File: src/rtl/range_stream_driver_if.sv
// range_stream_driver_if
//  Groups the request, stream and response signals between the range-finder
//  self-test driver and the logic around it.
//  master : the driver (range_stream_driver)
//           in  start, len, seed, ramp, range_in, error_in
//           out data_out, go, finish, busy, done, pass, len_err, expected
//  slave  : the controller/finder side, directions mirrored
interface range_stream_driver_if #(
  parameter int WIDTH = 10,
  parameter int LENW  = 5
);
  logic             start;
  logic [LENW-1:0]  len;
  logic [WIDTH-1:0] seed;
  logic             ramp;
  logic [WIDTH-1:0] range_in;
  logic             error_in;
  logic [WIDTH-1:0] data_out;
  logic             go;
  logic             finish;
  logic             busy;
  logic             done;
  logic             pass;
  logic             len_err;
  logic [WIDTH-1:0] expected;

  modport master (
    input  start, len, seed, ramp, range_in, error_in,
    output data_out, go, finish, busy, done, pass, len_err, expected
  );

  modport slave (
    output start, len, seed, ramp, range_in, error_in,
    input  data_out, go, finish, busy, done, pass, len_err, expected
  );
endinterface

File: src/rtl/range_stream_driver.sv
// range_stream_driver
//  Initiator side of the range-finder stream. On start it emits len words
//  (ramp or Galois LFSR) framed by go/finish, tracks the min/max of what it
//  sent, then RESP_LAT cycles after the finish beat samples the finder's
//  range/error response and reports pass/fail with a one-cycle done.
//  Ports:
//    clock    system clock, rising edge
//    reset_n  asynchronous active-low reset
//    bus      range_stream_driver_if.master (request, stream, response, status)
//  All outputs come straight from flops.
module range_stream_driver #(
  parameter int               WIDTH    = 10,
  parameter int               LENW     = 5,
  parameter int               RESP_LAT = 1,
  parameter logic [WIDTH-1:0] TAPS     = 10'h204
) (
  input  logic                  clock,
  input  logic                  reset_n,
  range_stream_driver_if.master bus
);

  // state    | meaning
  // S_IDLE   | waiting for start; len<2 requests complete directly from here
  // S_STREAM | one word per cycle; go on the first beat, finish on the last
  // S_WAIT   | RESP_LAT-1 quiet cycles while the finder works
  // S_CHECK  | sample range_in/error_in, publish pass/expected, raise done
  typedef enum logic [1:0] {
    S_IDLE   = 2'd0,
    S_STREAM = 2'd1,
    S_WAIT   = 2'd2,
    S_CHECK  = 2'd3
  } state_t;

  // Wait timer is a down-counter; it only exists in a meaningful form for
  // RESP_LAT >= 2 (RESP_LAT == 1 goes from the finish beat straight to CHECK).
  localparam int WAITW = (RESP_LAT > 2) ? $clog2(RESP_LAT) : 1;
  localparam logic [WAITW-1:0] WAIT_LOAD = (RESP_LAT > 2) ? WAITW'(RESP_LAT - 2) : '0;

  state_t           state_q, state_d;
  logic [WIDTH-1:0] data_q, data_d;
  logic [WIDTH-1:0] min_q, min_d;
  logic [WIDTH-1:0] max_q, max_d;
  logic [LENW-1:0]  beat_q, beat_d;
  logic [WAITW-1:0] wait_q, wait_d;
  logic             ramp_q, ramp_d;
  logic             go_q, go_d;
  logic             finish_q, finish_d;
  logic             busy_q, busy_d;
  logic             done_q, done_d;
  logic             pass_q, pass_d;
  logic             len_err_q, len_err_d;
  logic [WIDTH-1:0] expected_q, expected_d;

  logic [WIDTH-1:0] seed_eff;
  logic [WIDTH-1:0] next_word;
  logic [WIDTH-1:0] span;

  function automatic logic [WIDTH-1:0] lfsr_next(input logic [WIDTH-1:0] s);
    return (s >> 1) ^ (s[0] ? TAPS : '0);
  endfunction

  // An all-zero LFSR state would lock up, so seed 0 is promoted to 1.
  assign seed_eff  = (!bus.ramp && (bus.seed == '0)) ? WIDTH'(1) : bus.seed;
  // data_q holds the word currently on the bus while streaming.
  assign next_word = ramp_q ? (data_q + WIDTH'(1)) : lfsr_next(data_q);
  assign span      = max_q - min_q;

  always_comb begin
    state_d    = state_q;
    data_d     = '0;
    min_d      = min_q;
    max_d      = max_q;
    beat_d     = beat_q;
    wait_d     = wait_q;
    ramp_d     = ramp_q;
    go_d       = 1'b0;
    finish_d   = 1'b0;
    done_d     = 1'b0;
    pass_d     = pass_q;
    len_err_d  = len_err_q;
    expected_d = expected_q;

    case (state_q)
      S_IDLE: begin
        if (bus.start) begin
          if (bus.len >= LENW'(2)) begin
            state_d = S_STREAM;
            data_d  = seed_eff;
            go_d    = 1'b1;
            min_d   = seed_eff;
            max_d   = seed_eff;
            // beats still to send after the one going out now
            beat_d  = bus.len - LENW'(1);
            ramp_d  = bus.ramp;
          end else begin
            done_d     = 1'b1;
            pass_d     = 1'b0;
            len_err_d  = 1'b1;
            expected_d = '0;
          end
        end
      end

      S_STREAM: begin
        if (beat_q == '0) begin
          state_d = (RESP_LAT == 1) ? S_CHECK : S_WAIT;
          wait_d  = WAIT_LOAD;
        end else begin
          data_d   = next_word;
          beat_d   = beat_q - LENW'(1);
          finish_d = (beat_q == LENW'(1));
          if (next_word < min_q) min_d = next_word;
          if (next_word > max_q) max_d = next_word;
        end
      end

      S_WAIT: begin
        if (wait_q == '0) begin
          state_d = S_CHECK;
        end else begin
          wait_d = wait_q - WAITW'(1);
        end
      end

      S_CHECK: begin
        state_d    = S_IDLE;
        done_d     = 1'b1;
        expected_d = span;
        pass_d     = (bus.range_in == span) && !bus.error_in;
        len_err_d  = 1'b0;
      end

      default: state_d = S_IDLE;
    endcase

    busy_d = (state_d != S_IDLE);
  end

  always_ff @(posedge clock or negedge reset_n) begin
    if (!reset_n) begin
      state_q    <= S_IDLE;
      data_q     <= '0;
      min_q      <= '0;
      max_q      <= '0;
      beat_q     <= '0;
      wait_q     <= '0;
      ramp_q     <= 1'b0;
      go_q       <= 1'b0;
      finish_q   <= 1'b0;
      busy_q     <= 1'b0;
      done_q     <= 1'b0;
      pass_q     <= 1'b0;
      len_err_q  <= 1'b0;
      expected_q <= '0;
    end else begin
      state_q    <= state_d;
      data_q     <= data_d;
      min_q      <= min_d;
      max_q      <= max_d;
      beat_q     <= beat_d;
      wait_q     <= wait_d;
      ramp_q     <= ramp_d;
      go_q       <= go_d;
      finish_q   <= finish_d;
      busy_q     <= busy_d;
      done_q     <= done_d;
      pass_q     <= pass_d;
      len_err_q  <= len_err_d;
      expected_q <= expected_d;
    end
  end

  assign bus.data_out = data_q;
  assign bus.go       = go_q;
  assign bus.finish   = finish_q;
  assign bus.busy     = busy_q;
  assign bus.done     = done_q;
  assign bus.pass     = pass_q;
  assign bus.len_err  = len_err_q;
  assign bus.expected = expected_q;

endmodule
File: src/flat_wrapper.sv
// flat-port wrapper written by rule: the top's interface ports become plain ports
module range_stream_driver_flat 
#(
  parameter int               WIDTH    = 10,
  parameter int               LENW     = 5,
  parameter int               RESP_LAT = 1,
  parameter logic [WIDTH-1:0] TAPS     = 10'h204
)
  (clock, reset_n, bus_start, bus_len, bus_seed, bus_ramp, bus_range_in, bus_error_in, bus_data_out, bus_go, bus_finish, bus_busy, bus_done, bus_pass, bus_len_err, bus_expected);
  range_stream_driver_if #(.WIDTH(WIDTH), .LENW(LENW)) bus_i ();
  input  logic clock;
  input  logic reset_n;
  input wire logic [$bits(bus_i.start)-1:0] bus_start;
  input wire logic [$bits(bus_i.len)-1:0] bus_len;
  input wire logic [$bits(bus_i.seed)-1:0] bus_seed;
  input wire logic [$bits(bus_i.ramp)-1:0] bus_ramp;
  input wire logic [$bits(bus_i.range_in)-1:0] bus_range_in;
  input wire logic [$bits(bus_i.error_in)-1:0] bus_error_in;
  output wire logic [$bits(bus_i.data_out)-1:0] bus_data_out;
  output wire logic [$bits(bus_i.go)-1:0] bus_go;
  output wire logic [$bits(bus_i.finish)-1:0] bus_finish;
  output wire logic [$bits(bus_i.busy)-1:0] bus_busy;
  output wire logic [$bits(bus_i.done)-1:0] bus_done;
  output wire logic [$bits(bus_i.pass)-1:0] bus_pass;
  output wire logic [$bits(bus_i.len_err)-1:0] bus_len_err;
  output wire logic [$bits(bus_i.expected)-1:0] bus_expected;
  assign bus_i.start = bus_start;
  assign bus_i.len = bus_len;
  assign bus_i.seed = bus_seed;
  assign bus_i.ramp = bus_ramp;
  assign bus_i.range_in = bus_range_in;
  assign bus_i.error_in = bus_error_in;
  assign bus_data_out = bus_i.data_out;
  assign bus_go = bus_i.go;
  assign bus_finish = bus_i.finish;
  assign bus_busy = bus_i.busy;
  assign bus_done = bus_i.done;
  assign bus_pass = bus_i.pass;
  assign bus_len_err = bus_i.len_err;
  assign bus_expected = bus_i.expected;
  range_stream_driver #(.WIDTH(WIDTH), .LENW(LENW), .RESP_LAT(RESP_LAT), .TAPS(TAPS)) u_core (.clock(clock), .reset_n(reset_n), .bus(bus_i));
endmodule
File: config.mk
export PLATFORM = sky130hd
export DESIGN_NAME = range_stream_driver_flat
export DESIGN_NICKNAME = d
export VERILOG_FILES = /design/src/rtl/range_stream_driver_if.sv /design/src/rtl/range_stream_driver.sv /design/src/flat_wrapper.sv
export SDC_FILE = /design/constraint.sdc
export NUM_CORES = 1
export LEC_CHECK = 0
export BUFFER_PORTS_ARGS = -buffer_cell sky130_fd_sc_hd__buf_2
export CAP_MARGIN = 20
export CORE_MARGIN = 2
export CORE_UTILIZATION = 26
export CTS_CLUSTER_DIAMETER = 120
export DETAILED_ROUTE_END_ITERATION = 8
export HOLD_SLACK_MARGIN = 0.03
export SLEW_MARGIN = 20
export SYNTH_ARGS = -nofsm -noshare
export SYNTH_HDL_FRONTEND = slang
export SYNTH_SLANG_ARGS = --single-unit
File: constraint.sdc
create_clock -name clock -period 4.8 [get_ports clock]
set_input_delay 0.96 -clock clock [delete_from_list [all_inputs] [get_ports clock]]
set_output_delay 0.96 -clock clock [all_outputs]
set_load 0.005 [all_outputs]
# --- Yosys cells after proc, flatten, opt, wreduce, memory -nomap -nowiden ---
# Index checks and enable logic that the tools add are counted.
# Widths: inputs -> output; s select.
classes:
  n_reduce_logical: 17
  addsub: 5
  eq_ne: 12
  n_mux: 44
  n_bitwise: 1
  magnitude_cmp: 3
ops:
  columns: ["op", "n"]
  rows:
  - ["$mux 10", 14]
  - ["$pmux 10 s2", 4]
  - ["$mux 5", 3]
  - ["$mux 1", 13]
  - ["$add 10x1->10 const B", 1]
  - ["$eq 10x10->1", 1]
  - ["$gt 10x10->1", 1]
  - ["$logic_not 10->1", 1]
  - ["$lt 10x10->1", 1]
  - ["$pmux 5 s2", 1]
  - ["$reduce_and 5->1", 2]
  - ["$sub 10x10->10", 1]
  - ["$sub 5x1->5 const B", 2]
  - ["$xor 9x10->10", 1]
  - ["$mux 2", 4]
  - ["$ne 2x1->1 const B", 4]
  - ["$pmux 1 s2", 4]
  - ["$pmux 2 s4", 1]
  - ["$reduce_bool 2->1", 4]
  - ["$ne 2x2->1 const B", 3]
  - ["$reduce_and 3->1", 2]
  - ["$eq 5x1->1 const B", 1]
  - ["$ge 5x2->1 const B", 1]
  - ["$logic_not 5->1", 1]
  - ["8 further kinds", 11]
totals:
  word_cells: 96
  out_inout_bits: 26
  input_bits: 30
  ff_bits: 55

# --- Longest topological paths before layout ---
depth:
  ltp_word: 7
  mapped_depth: 12
  ltp_nobuf: 11

# --- Least setup slack after synthesis ---
# No wires, ideal clock.
synth_path:
  kind: "register -> register"
  start: "register u_core.data_q[3], in the netlist u_core.bus.data_out[3]"
  end: "register u_core.min_q[0]"
  slack_ns: 2.144
  n_path_buf: 0
  t_arrival_ns: 2.531
  path_stages_with_launch: 12
  t_required_ns: 4.675
  setup_time_ns: 0.125
  period_less_slack_ns: 2.656
  cell_sequence: "dfrtp_1 -> and3_1 -> and3_1 -> nand3_1 -> xor2_1 -> a21oi_1 -> ha_1 -> a21oi_1 -> nor2b_1 -> o21ai_0 -> o311ai_4 -> mux2_2"
synth_via:
  elab_chain_cells: 5
  elab_cells_between_ends: 6
  cone_classes: "1 x add/sub; 1 x order compare; 1 x eq/ne; 1 x mux; 1 x bitwise; 1 x reduce/logical"
synth_lines:
  columns: ["item", "line", "rtl"]
  rows:
  - ["start: declaration", "range_stream_driver.sv:40", "logic [WIDTH-1:0] data_q, data_d;"]
  - ["start signal: assignment", "range_stream_driver.sv:157", "data_q <= data_d;"]
  - ["$add 10x1->10 / $xor 9x10->10 (equally long branches)", "range_stream_driver.sv:65, range_stream_driver.sv:59", null]
  - ["$mux 10 *", "range_stream_driver.sv:65", "assign next_word = ramp_q ? (data_q + WIDTH'(1)) : lfsr_next(data_q);"]
  - ["$lt 10x10->1 *", "range_stream_driver.sv:112", "if (next_word < min_q) min_d = next_word;"]
  - ["$ne 2x1->1 (no line) *", null, null]
  - ["$reduce_and 5->1 (no line) *", null, null]
  - ["end signal: assignment", "range_stream_driver.sv:158", "min_q <= min_d;"]
  - ["end: declaration", "range_stream_driver.sv:41", "logic [WIDTH-1:0] min_q, min_d;"]
# Every way passes the cells marked *; elsewhere a longest branch is shown, timed or not.
# A chain may end at the register's enable or synchronous reset.

# --- Final worst setup path ---
layout_path:
  start: "register u_core.data_q[0], in the netlist u_core.bus.data_out[0]"
  end: "register u_core.min_q[8]"
layout_via:
  elab_chain_cells: 6
  elab_cells_between_ends: 10
  cone_classes: "1 x add/sub; 1 x order compare; 1 x eq/ne; 5 x mux; 1 x bitwise; 1 x reduce/logical"
layout_lines:
  columns: ["item", "line"]
  rows:
  - ["parallel branches: the longest is 2 deep, another holds $add 10x1->10", null]
  - ["$mux 10 *", "range_stream_driver.sv:65"]
  - ["$lt 10x10->1", "range_stream_driver.sv:112"]
  - ["$ne 2x1->1 (no line)", null]
  - ["$reduce_and 5->1 (no line)", null]
# Every way passes the cells marked *. The select of a mux whose other input is x is not followed.

==> results.toml <==
[sta]
setup_ws_ns = 1.703
slew_headroom_pct = 42.44
setup_tns_ns = 0
rsz0062_at_grt = "false"
report.final.slew_viol_count = 0
finalSetupViolCount = 0
fin_crit_sh_pct = 64.52
min_period_ns = 3.097
max_freq_mhz = 322.9
worstMarginPinSlew_ns = 0.8602
fin_skew_ns = 0.005626
hold_viol_final = 0

[placement]
gp_congestion = 0.8038
numPortBuffers = 55
dp_hpwl_mm = 7.209
placement.cell_area_mm2 = 0.004135
pre_cts_ws_ns = 1.747

[outcome]
outcome = "finished, final reports clean"

[clock_network]
cts_tree = "yes"
clk_pin_slew_worst_paths_ns = 0.07
cts_root_buf = "clkbuf_16"
numCtsBuffers = 5
cts-resized-gates = 0
cts.sinks = 54
clock_path_buffers = 2
post_cts.repair.setup_buffers = 0
clk_latency_ns = 0.29
htreeDepth = 2
hold_buffers = 0

[layout]
drive_above_1_share_pct = 24.76
final_cell_mix = "buf_2 (55), dfrtp_1 (54), ha_1 (37)"
syn_to_final_growth_pct = 16.74
antenna_cells = 0
final_area_mm2 = 0.004268
nets = 488
final_common_cell = "buf_2"

[route]
drc_errors = 0
final_antenna_net_count = 0
drtIter0Drc = 143
drt_wl_total_mm = 9.245
num_vias = 2862
viasPerCell = 4.770
firstDrtPassIters = 4
wl_per_cell_um = 15.41

[synthesis]
yosys_warnings = 0
synth_edf_count = 0
ys.flop_type = "dfrtp_1"
synthArstFlopShare_pct = 100.0
synth_cell_types = 49
yosys-top-cells-area = "dfrtp_1 (37%), ha_1 (13%), mux2_2 (8.9%)"
ys_ff_latch = 54
syn_inst = 365
ys_seq_area_share_pct = 36.96
yosys.area.top_type_share_pct = 36.96
synthDominantAreaCellType = "dfrtp_1"
syn_avg_cell_area_um2 = 10.02
synthesis.nets = 433
synth_area_mm2 = 0.003656

[die]
chipWidth_um = 122.6
core_area_mm2 = 0.01383
fp.dieH_um = 122.6
design.portCount = 56
die_area_mm2 = 0.01503
rows = 43
initial_core_util_pct = 26.44

[setup_path]
ff2ff_path_depth = 10
critPathRequiredTime_ns = 4.97
worstSetupPathType = "reg2reg"
cp-end-kind = "register"
cp-start-kind = "register"
worstPathArrival_ns = 3.27
cp_max_fo = 10

[grt]
grt_usage_pct = 12.91
grt_pass1_vias = 3006
grt_max_degree = 55
grt_first_pass_wirelength_mm = 15.17
antenna_found_initial = 0
grt_overflow = 0

[power_and_ir_drop]
total_power_uw = 3660
p_leak_uw = 0.002042
power_density_mw_per_mm2 = 857.7
vdd_drop_max_mv = 0.2784

[min_path]
min_path_cells = 2
hold_class = "reg2reg"

[run]
drv_cap = 0
[registers in the layout, indices dropped and copies added, names as in the netlist]
register and count:
u_core.state_q 2, u_core.bus.done 1, u_core.bus.pass 1, u_core.bus.expected 10, u_core.bus.len_err 1, u_core.beat_q 5, u_core.bus.go 1, u_core.bus.data_out 10
u_core.bus.busy 1, u_core.ramp_q 1, u_core.bus.finish 1, u_core.min_q 10, u_core.max_q 10
[cell type report]
class	instances	area [um2]
Clock buffer	7	132.6
Sequential cell	54	1351
Tap cell	180	225.2
Multi-Input combinational cell	272	2152
Fill cell	1431	9559
Inverter	29	108.9
Timing Repair Buffer	58	297.8
[worst paths after layout]
kind / startpoint / end / slack [ns]
max in group asynchronous: reset_n / u_core.bus.data_out[3] / 3.51
min in group asynchronous: reset_n / u_core.max_q[7] / 0.80
min: u_core.bus.expected[6] / u_core.bus.expected[6] / 0.48
max: u_core.bus.data_out[0] / u_core.min_q[8] / 1.70
min reg2reg: u_core.bus.expected[6] / u_core.bus.expected[6] / 0.48
max reg2reg: u_core.bus.data_out[0] / u_core.min_q[8] / 1.70
[synthesized netlist by cell type (all sizes together), types with 7 or more instances]
library cell / instances
dfrtp: 54
ha: 37
inv: 29
mux2: 29
nand2: 24
o21ai: 24
a21oi: 22
nor2: 21
xor2: 18
nand3: 12
xnor2: 12
a22o: 9
nor2b: 7
[through the flow]
stage               hold slack (ns)  utilization [%]  cells
finish                       0.4835            30.87    600
CTS                          0.4893            30.87    600
global placement             0.4618            29.91    593
floorplan                    0.4469                -    365
detailed placement           0.4720            29.91    593
global route                 0.5149            30.87    600
[critical path: stages, from the launching register on]
cell and delay, ns:
dfrtp_1 0.44, ha_1 0.30, nand3_1 0.12, xor2_1 0.16, a21oi_1 0.36, ha_1 0.32, a21o_1 0.19, a211oi_1 0.32
o21a_1 0.22, o311ai_4 0.20, mux2_2 0.35
[logic make-up after synthesis]
kind of cell             synth area share (%)
AO/OA/AOI/OAI                           14.58
XOR/XNOR                                8.419
adder cells (fa/ha/maj)                 13.21
buffers and inverters                   4.175
flip-flops                              36.96
multiplexers                            10.03
AND/OR/NAND/NOR                         12.63
[per-layer routing]
metal / wire length, um / up-vias / track usage (%) / share of wire [%]
li1: - / 1394 / - / -
met1: 4419 / 1402 / 17.32 / 48
met2: 4361 / 51 / 21.15 / 47
met3: 252 / 15 / 1.859 / 2.7
met4: 212 / 0 / 4.670 / 2.3
met5: 0 / - / 0 / 0
[report_power, final]
group | total (uW) | leakage, uW | internal [uW] | switching, uW
Sequential | 867 | 0.000665 | 675 | 192
Clock | 355 | 0.0000640 | 192 | 163
Combinational | 2440 | 0.00131 | 1150 | 1290
Total | 3660 | 0.00204 | 2020 | 1650
Power figures use the tool's default switching activity.
